File: config.mk
export PLATFORM = sky130hd
export DESIGN_NAME = pipe_mux
export DESIGN_NICKNAME = d
export VERILOG_FILES = /design/src/rtl/pipe_mux_pkg.sv /design/src/rtl/pipe_mux_skid.sv /design/src/rtl/pipe_mux.sv
export SDC_FILE = /design/constraint.sdc
export NUM_CORES = 1
export LEC_CHECK = 0
export BUFFER_PORTS_ARGS = -buffer_cell sky130_fd_sc_hd__buf_2
export CAP_MARGIN = 40
export CORE_MARGIN = 5
export CORE_UTILIZATION = 30
export CTS_BUF_LIST = sky130_fd_sc_hd__clkbuf_16
export DETAILED_ROUTE_END_ITERATION = 8
export GPL_TIMING_DRIVEN = 1
export PLACE_DENSITY_LB_ADDON = 0.2
export RECOVER_POWER = 25
export SKIP_LAST_GASP = 1
export SLEW_MARGIN = 20
export SYNTH_ARGS = -nofsm -noshare
export SYNTH_HDL_FRONTEND = slang
export SYNTH_SLANG_ARGS = --single-unit
File: constraint.sdc
create_clock -name clk -period 1.4 [get_ports clk]
set_input_delay 0.14 -clock clk [delete_from_list [all_inputs] [get_ports clk]]
set_output_delay 0.14 -clock clk [all_outputs]
set_load 0.02 [all_outputs]
File: src/rtl/pipe_mux_pkg.sv
// Shared types and helpers for the pipe_mux word selector and its skid buffer.
// The buffer entry type is a macro because packages cannot take parameters.

`ifndef PIPE_MUX_PKG_SV
`define PIPE_MUX_PKG_SV

package pipe_mux_pkg;

  // Selector width for an n-way choice; a 1-way choice still needs one wire.
  function automatic int sel_w(input int n);
    return (n > 1) ? $clog2(n) : 1;
  endfunction

  // Occupancy of the 2-entry skid buffer.
  typedef enum logic [1:0] {
    FILL_EMPTY = 2'd0,
    FILL_ONE   = 2'd1,
    FILL_FULL  = 2'd2
  } fill_e;

endpackage

`define PIPE_MUX_ENTRY_T(W) struct packed { logic err; logic [(W)-1:0] data; }

`endif

File: src/rtl/pipe_mux_skid.sv
// Two-entry valid/ready skid buffer, generic in payload width.
// in_ready depends only on registered occupancy (and reset), never on out_ready.

module pipe_mux_skid
  import pipe_mux_pkg::*;
#(
  parameter int W = 9
) (
  input  logic         clk,
  input  logic         rst_n,
  input  logic [W-1:0] in_data,
  input  logic         in_valid,
  output logic         in_ready,
  output logic [W-1:0] out_data,
  output logic         out_valid,
  input  logic         out_ready
);

  fill_e        state_q, state_d;
  logic [W-1:0] head_q, head_d;
  logic [W-1:0] tail_q, tail_d;
  logic         push, pop;

  assign in_ready  = (state_q != FILL_FULL) && rst_n;
  assign out_valid = (state_q != FILL_EMPTY);
  assign out_data  = head_q;

  assign push = in_valid && in_ready;
  assign pop  = out_valid && out_ready;

  always_comb begin
    // NOTE: every variable gets a default before the case, so no path leaves it unassigned (no latch).
    state_d = state_q;
    head_d  = head_q;
    tail_d  = tail_q;
    case (state_q)
      FILL_EMPTY: begin
        if (push) begin
          head_d  = in_data;
          state_d = FILL_ONE;
        end
      end
      FILL_ONE: begin
        if (push && pop) begin
          head_d = in_data;
        end else if (push) begin
          tail_d  = in_data;
          state_d = FILL_FULL;
        end else if (pop) begin
          state_d = FILL_EMPTY;
        end
      end
      FILL_FULL: begin
        if (pop) begin
          head_d  = tail_q;
          state_d = FILL_ONE;
        end
      end
      default: state_d = FILL_EMPTY;
    endcase
  end

  always_ff @(posedge clk) begin
    // NOTE: sequential state uses non-blocking assignments so every register samples pre-edge values.
    if (!rst_n) begin
      state_q <= FILL_EMPTY;
      head_q  <= '0;
    end else begin
      state_q <= state_d;
      head_q  <= head_d;
    end
  end

  // NOTE: the second slot is not reset; it is only read when occupancy is FULL, after a write.
  always_ff @(posedge clk) begin
    tail_q <= tail_d;
  end

endmodule

File: src/rtl/pipe_mux.sv
// Registered N_IN-way word selector feeding a 2-entry skid buffer, with out-of-range flagging.
// Optional saturating error counter (ports err_cnt/err_clr) when PIPE_MUX_ERR_CNT_EN is defined.

module pipe_mux
  import pipe_mux_pkg::*;
#(
  parameter  int N_IN  = 5,
  parameter  int WIDTH = 8,
  parameter  int CNT_W = 8,
  localparam int SEL_W = sel_w(N_IN)
) (
  input  logic                  clk,
  input  logic                  rst_n,
  input  logic [N_IN*WIDTH-1:0] in_data,
  input  logic [SEL_W-1:0]      in_sel,
  input  logic                  in_valid,
  output logic                  in_ready,
  output logic [WIDTH-1:0]      out_data,
  output logic                  out_err,
  output logic                  out_valid,
  input  logic                  out_ready
`ifdef PIPE_MUX_ERR_CNT_EN
  ,
  output logic [CNT_W-1:0]      err_cnt,
  input  logic                  err_clr
`endif
);

  typedef `PIPE_MUX_ENTRY_T(WIDTH) entry_t;
  localparam int ENTRY_W = $bits(entry_t);

  if (N_IN < 2) begin : g_bad_n_in
    $error("pipe_mux: N_IN must be >= 2");
  end
  if (WIDTH < 1) begin : g_bad_width
    $error("pipe_mux: WIDTH must be >= 1");
  end
  if (CNT_W < 1) begin : g_bad_cnt_w
    $error("pipe_mux: CNT_W must be >= 1");
  end

  entry_t in_entry;
  entry_t out_entry;

  // Unmatched selector codes (only when N_IN is not a power of two) yield a zero word with err set.
  always_comb begin
    in_entry.data = '0;
    in_entry.err  = 1'b1;
    for (int i = 0; i < N_IN; i++) begin
      if (in_sel == SEL_W'(i)) begin
        in_entry.data = in_data[i*WIDTH +: WIDTH];
        in_entry.err  = 1'b0;
      end
    end
  end

  pipe_mux_skid #(
    .W (ENTRY_W)
  ) u_skid (
    .clk       (clk),
    .rst_n     (rst_n),
    .in_data   (in_entry),
    .in_valid  (in_valid),
    .in_ready  (in_ready),
    .out_data  (out_entry),
    .out_valid (out_valid),
    .out_ready (out_ready)
  );

  assign out_data = out_entry.data;
  assign out_err  = out_entry.err;

`ifdef PIPE_MUX_ERR_CNT_EN
  logic push_err;

  assign push_err = in_valid && in_ready && in_entry.err;

  // Clear takes priority over a simultaneous erroneous push; the count saturates at all-ones.
  always_ff @(posedge clk) begin
    if (!rst_n) begin
      err_cnt <= '0;
    end else if (err_clr) begin
      err_cnt <= '0;
    end else if (push_err && (err_cnt != '1)) begin
      err_cnt <= err_cnt + 1'b1;
    end
  end
`endif

endmodule

==> run metrics, run 1 <==
status finished, final reports clean; share of cells above drive strength 1 36.1%; switching part of the total 28.6%; Yosys cell types 38; Critical Path Fanout Max 7; Mapped Cells 170; Syn-to-layout area delta 30.7%; final instance area 1980 um^2; Synth Cell Area 1520 um^2; CTS tree done; reg2reg end u_skid.tail_q[6]; PwrDens 889 nW/um^2; crit-path max cell delay 0.39 ns; Post-synth EDFFs 9; post-synthesis register bit count 20; first drt pass iteration count 4; Hold Path Class input pin to flip-flop; cell leakage power 0.881 nW; worst path cell trace buf_4, nor2b_4, nor2b_1, buf_2; DR WL/cell 13.1 um; Setup CP Type flip-flop to output pin; CP arrival 1.15 ns; syn_area_per_cell 8.93 um^2; Synth warnings 0; chip height 81.1 um; maximum vdd drop 369 uV; Root Buffer clkbuf_16; GPL Wtd Cong 0.788; Psw 0.504 mW; MaxCap Viol Count 0; Post-DRT Antenna Nets 0; DIE AREA 6580 um^2; Core Area 4820 um^2; Worst Skew 0.00338 ns; commonest cells after routing, fill and taps aside buf_2 (47), nand2_1 (19), nor2_1 (14), buf_4 (13); total number of vias 1447; Fin. Hold Viols 0; share of the synthesized area in the top cell type 17.8%; ant diodes 0; Crit. End Element output pin; setup TNS 0 ns; Mapped Nets 217; Overflow after GRT 0; first-pass GRT wire length 6.68 mm; Std-Cell Rows 25; Rel. slew slack 68.8%; clock sink total 20; area leader, netlist edfxtp_1; post-place instance area 1910 um^2; slowest CP cell dfxtp_2; Setup WS pre-CTS -0.0280 ns; period utilization 92.3%; clock-pin slew on the worst setup and hold paths 0.05 ns; clock tree buffer depth 2; initial antenna violation count 0; post-layout min period 1.29 ns; # fillers 509; Buf/Inv on CP 2; overall power 1.76 mW; post-detail-place hpwl 3.12 mm; Slew Limit Fails 0; Die W 81.1 um; slew at the pin with the worst max-slew slack 0.468 ns; clock share of power 33.5%; I/O pin total 58; worst skew pair latency 0.25 ns; Hold Path Stages 2; Initial Utilization 31.5%; Final nets 278; gr usage total 12.8%; Fmax 774 MHz; # DRC 0; RSZ-0062 raised after global routing no; Top FF cell, synth dfxtp_1; Logic pwr share 27.6%; Reg2Reg Launch Point u_skid.state_q[1]; Seq/Total Area, Yosys 32.3%; register share of total power 38.9%; Hold-fix buffers, CTS 0; flop2flop setup slack 0.11 ns; Pint 1.26 mW; Area contributors post-synth edfxtp_1 (18%), dfxtp_1 (15%), o2bb2ai_2 (6.9%); Total Wirelength 3.88 mm; Crit path max-delay family flip-flops; Vias/cell 4.87; vias in the first global route 1458; H-tree lvl count 1; Inserted Clock Buffers 3; commonest non-fill, non-tap cell in the layout buf_2; final setup vio count 0; hold_sp out_ready; CP required 1.26 ns; asr flop ratio synth 0%; IO buf count 57; hold endpoint u_skid.state_q[1]; reg2reg path depth 4; initial DRC count 50; Worst setup SP type flip-flop; worst setup margin 0.108 ns; largest net degree at the start of global routing 20
[cells in the mapped netlist (2+ instances only)]
master	number
dfxtp_1	11
o21a_1	10
buf_2	8
o2bb2ai_2	7
nand2_1	19
o32ai_1	7
inv_1	8
clkbuf_1	3
buf_4	2
o21bai_1	7
a21oi_1	8
o22a_2	7
nor2_1	14
o211a_1	5
nor2b_1	2
or2_1	2
nand2b_1	3
nor3_1	2
mux2i_1	10
nand3b_1	9
edfxtp_1	9
[final cells by class]
cell class              instances  area (um^2)  share of cell area [%]
repair buffers                 70          372                    18.7
clock buffers                   3         75.1                    3.79
clock inverters                 1         3.75                   0.189
well taps                      67         83.8                    4.23
multi-input cells             127          923                    46.6
flip-flops and latches         20          492                    24.8
inverters                       9         33.8                    1.70
[how the worst max path moves through the flow]
stage          cells past startpoint                 end  slack, ns         startpoint
6_report                           4            in_ready       0.11  u_skid.state_q[1]
5_1_grt                            4  u_skid.out_data[7]       0.04  u_skid.state_q[1]
4_1_cts                            4            in_ready       0.06  u_skid.state_q[1]
3_5_place_dp                       5  u_skid.out_data[3]      -0.03          in_sel[0]
3_3_place_gp                       5  u_skid.out_data[3]      -0.03          in_sel[0]
2_1_floorplan                      3    u_skid.tail_q[0]      0.006  u_skid.state_q[1]
[through the flow]
stage | hold slack, ns | cells | util, %
4_1_cts | 0.135 | 297 | 41.3
3_5_place_dp | 0.403 | 293 | 39.6
6_report | 0.140 | 297 | 41.2
5_1_grt | 0.161 | 297 | 41.2
3_3_place_gp | 0.408 | 293 | 39.6
2_1_floorplan | 0.216 | 170 | -
[sequential cells by signal (all words and copies together), names as in the netlist]
| register | cells |
|---|---|
| u_skid.out_data | 9 |
| u_skid.tail_q | 9 |
| u_skid.state_q | 2 |
[power groups by stage]
stage	combinational [mW]	clock (mW)	sequential [mW]
2_1_floorplan	0.285	0	0.733
4_1_cts	0.499	0.613	0.685
3_3_place_gp	0.499	0	0.697
5_1_grt	0.541	0.634	0.692
6_report	0.487	0.590	0.686
3_5_place_dp	0.497	0	0.697
[logic make-up (layout without fill, tap and decap cells)]
family	after synthesis	after routing	synth area share [%]
simple gates	56	56	18.7
flops	20	20	32.3
compound gates	61	61	35.0
buf+inv	23	83	7.34
mux	10	10	6.60
[worst register-to-register path: stages, from the launching register on]
cell and delay [ns]:
dfxtp_2 0.35, buf_4 0.15, nand3b_1 0.20, nor2_1 0.12, buf_4 0.18
[routing by layer]
layer	wire length [um]	GRT usage [%]	up-vias
met1	1840	17.0	629
met4	68	4.73	0
met2	1590	19.5	62
met3	380	3.88	7
met5	0	0	-
li1	-	-	749
[what timing repair did]
item	in CTS	in global routing
endpoints found under the setup margin	1	1
setup buffers	0	0
resized for setup	2	1
(Power assumes the default switching activity.)
==> run 2, diff against run 1 <==
==> constraint.sdc (replaced) <==
create_clock -name clk -period 1.4 [get_ports clk]
set_input_delay 0.07 -clock clk [delete_from_list [all_inputs] [get_ports clk]]
set_output_delay 0.07 -clock clk [all_outputs]
set_load 0.02 [all_outputs]
==> run metrics, run 2 (same netlist as run 1, synthesis figures left out) <==
status finished, final reports clean; reg2reg end u_skid.tail_q[3]; largest net degree at the start of global routing 22 (+10%); DR WL/cell 13.1 um (+0.31%); maximum vdd drop 360 uV (-2.3%); vias in the first global route 1525 (+4.6%); gr usage total 13.2% (+0.45 points); overall power 1.76 mW (-0.17%); Reg2Reg Launch Point u_skid.state_q[1]; Crit. End Element flip-flop; Vias/cell 4.96 (+1.8%); hold endpoint u_skid.state_q[1]; grt met1 use 17.9% (+0.90 points); first drt pass iteration count 4 (unchanged); Core Util, Final 41.0% (-0.16 points); post-place instance area 1900 um^2 (-0.39%); M2 GR Usage 20.2% (+0.74 points); share of cells above drive strength 1 36.7% (+0.59 points); reg2reg path depth 4 (unchanged); fin cells 296 (-0.34%); Fin. Hold Viols 0 (unchanged); Worst Skew 0.00298 ns (-0.000400 ns); Inserted Clock Buffers 3 (unchanged); Final nets 277 (-0.36%); Post-DRT Antenna Nets 0 (unchanged); Total Wirelength 3.88 mm (about the same); chip height 81.1 um (unchanged); Slew Limit Fails 0 (unchanged); ant diodes 0 (unchanged); GPL Wtd Cong 0.806 (+2.2%); Fmax 775 MHz (+0.13%); DIE AREA 6580 um^2 (unchanged); Hold Path Class input pin to flip-flop; slowest CP cell dfxtp_2; Std-Cell Rows 25 (unchanged); final instance area 1980 um^2 (-0.38%); worst skew pair latency 0.25 ns (about the same); slew at the pin with the worst max-slew slack 0.449 ns (-0.0187 ns); initial antenna violation count 0 (unchanged); grt peak-use layer met2; RSZ-0062 raised after global routing no; Core Area 4820 um^2 (unchanged); period utilization 92.2% (-0.12 points); hold_sp out_ready; Root Buffer clkbuf_16; H-tree lvl count 1 (unchanged); commonest non-fill, non-tap cell in the layout buf_2; most used cell, CP buf_4; clock tree buffer depth 2 (unchanged); crit path from u_skid.state_q[1]; Rel. slew slack 70.1% (+1.2 points); Setup CP Type flip-flop to flip-flop; Initial Utilization 31.5% (unchanged); # fillers 526 (+3.3%); FF/Latch Area 492 um^2 (unchanged); initial DRC count 68 (+36%); total number of vias 1468 (+1.5%); Overflow after GRT 0 (unchanged); clock sink total 20 (unchanged); IO buf count 57 (unchanged); first-pass GRT wire length 6.96 mm (+4.1%); # DRC 0 (unchanged); post-layout min period 1.29 ns (-0.00163 ns); post-detail-place hpwl 3.14 mm (+0.49%); flop2flop setup slack 0.11 ns (about the same); commonest cells after routing, fill and taps aside buf_2 (48), nand2_1 (18), nor2_1 (13), buf_4 (12); placed insts 292 (-0.34%); MaxCap Viol Count 0 (unchanged); met3 GRT Util 3.77% (-0.11 points); I/O pin total 58 (unchanged); worst path cell trace buf_4, nand3b_1, nor2_2, buf_4; CP arrival 1.26 ns (+0.11 ns); crit-path max cell delay 0.35 ns (-0.04 ns); Setup Buffers After CTS 0 (unchanged); Hold Path Stages 2 (unchanged); clock-pin slew on the worst setup and hold paths 0.06 ns (about the same); Die W 81.1 um (unchanged); final setup vio count 0 (unchanged); Syn-to-layout area delta 30.2%; multi-input logic area 923 um^2 (unchanged); cell leakage power 0.877 nW (-0.49%); Critical Path Fanout Max 7 (unchanged); Worst setup SP type flip-flop; CP required 1.37 ns (+0.11 ns); CTS tree done; PwrDens 891 nW/um^2 (+0.21%); final hold slack 0.0753 ns (-0.0647 ns)
==> run 2: cell types whose count changed in the layout (fill, tap and decap cells not counted), sizes merged <==
cell,delta
clkbuf,-1
==> run 2: report_power, final <==
| group | internal (mW) | switching (mW) | total (mW) |
|---|---|---|---|
| sequential | 0.654 | 0.0328 | 0.687 |
| clock | 0.380 | 0.207 | 0.588 |
| combinational | 0.222 | 0.264 | 0.486 |
| total | 1.26 | 0.504 | 1.76 |
==> run 2: layer usage <==
metal	up-vias	part of all wire, %	routed length (um)
met5	-	0	0
met4	0	1.6	64
met3	6	9.5	367
met2	65	41	1580
met1	651	48	1870
li1	746	-	-
==> run 2: through the flow <==
stage | setup slack (ns) | setup TNS (ns)
floorplan | 0.00553 | 0
global route | 0.0318 | 0
finish | 0.109 | 0
detailed placement | -0.0269 | -0.0287
CTS | 0.0472 | 0
global placement | -0.0137 | -0.0137
==> run 2: cell type report <==
cell class,instances,share of cell area (%)
Clock buffer,3,3.80
Clock inverter,1,0.190
Sequential cell,20,24.9
Multi-Input combinational cell,127,46.7
Tap cell,67,4.24
Timing Repair Buffer,69,18.4
Inverter,9,1.71
==> run 2: worst max path at each step <==
stage | depth (start not counted) | slack (ns) | to
6_report | 4 | 0.11 | u_skid.tail_q[3]
2_1_floorplan | 3 | 0.006 | u_skid.tail_q[0]
4_1_cts | 4 | 0.05 | u_skid.tail_q[3]
3_5_place_dp | 5 | -0.03 | u_skid.out_data[0]
3_3_place_gp | 5 | -0.01 | u_skid.out_data[0]
5_1_grt | 4 | 0.03 | u_skid.tail_q[3]
==> run 2: worst max-delay path, delay by kind of cell, from the launching register on <==
| family | cells | cell delay, ns |
|---|---|---|
| flip-flops | 1 | 0.35 |
| buffers and inverters | 2 | 0.31 |
| AND/OR/NAND/NOR | 2 | 0.35 |
==> run 2: what timing repair did <==
action | CTS | global route
gates resized for setup | 1 | 3
pin swaps | 0 | 0
setup endpoints to repair | 1 | 12
hold buffers | 0 | 0
cloned | 0 | 0
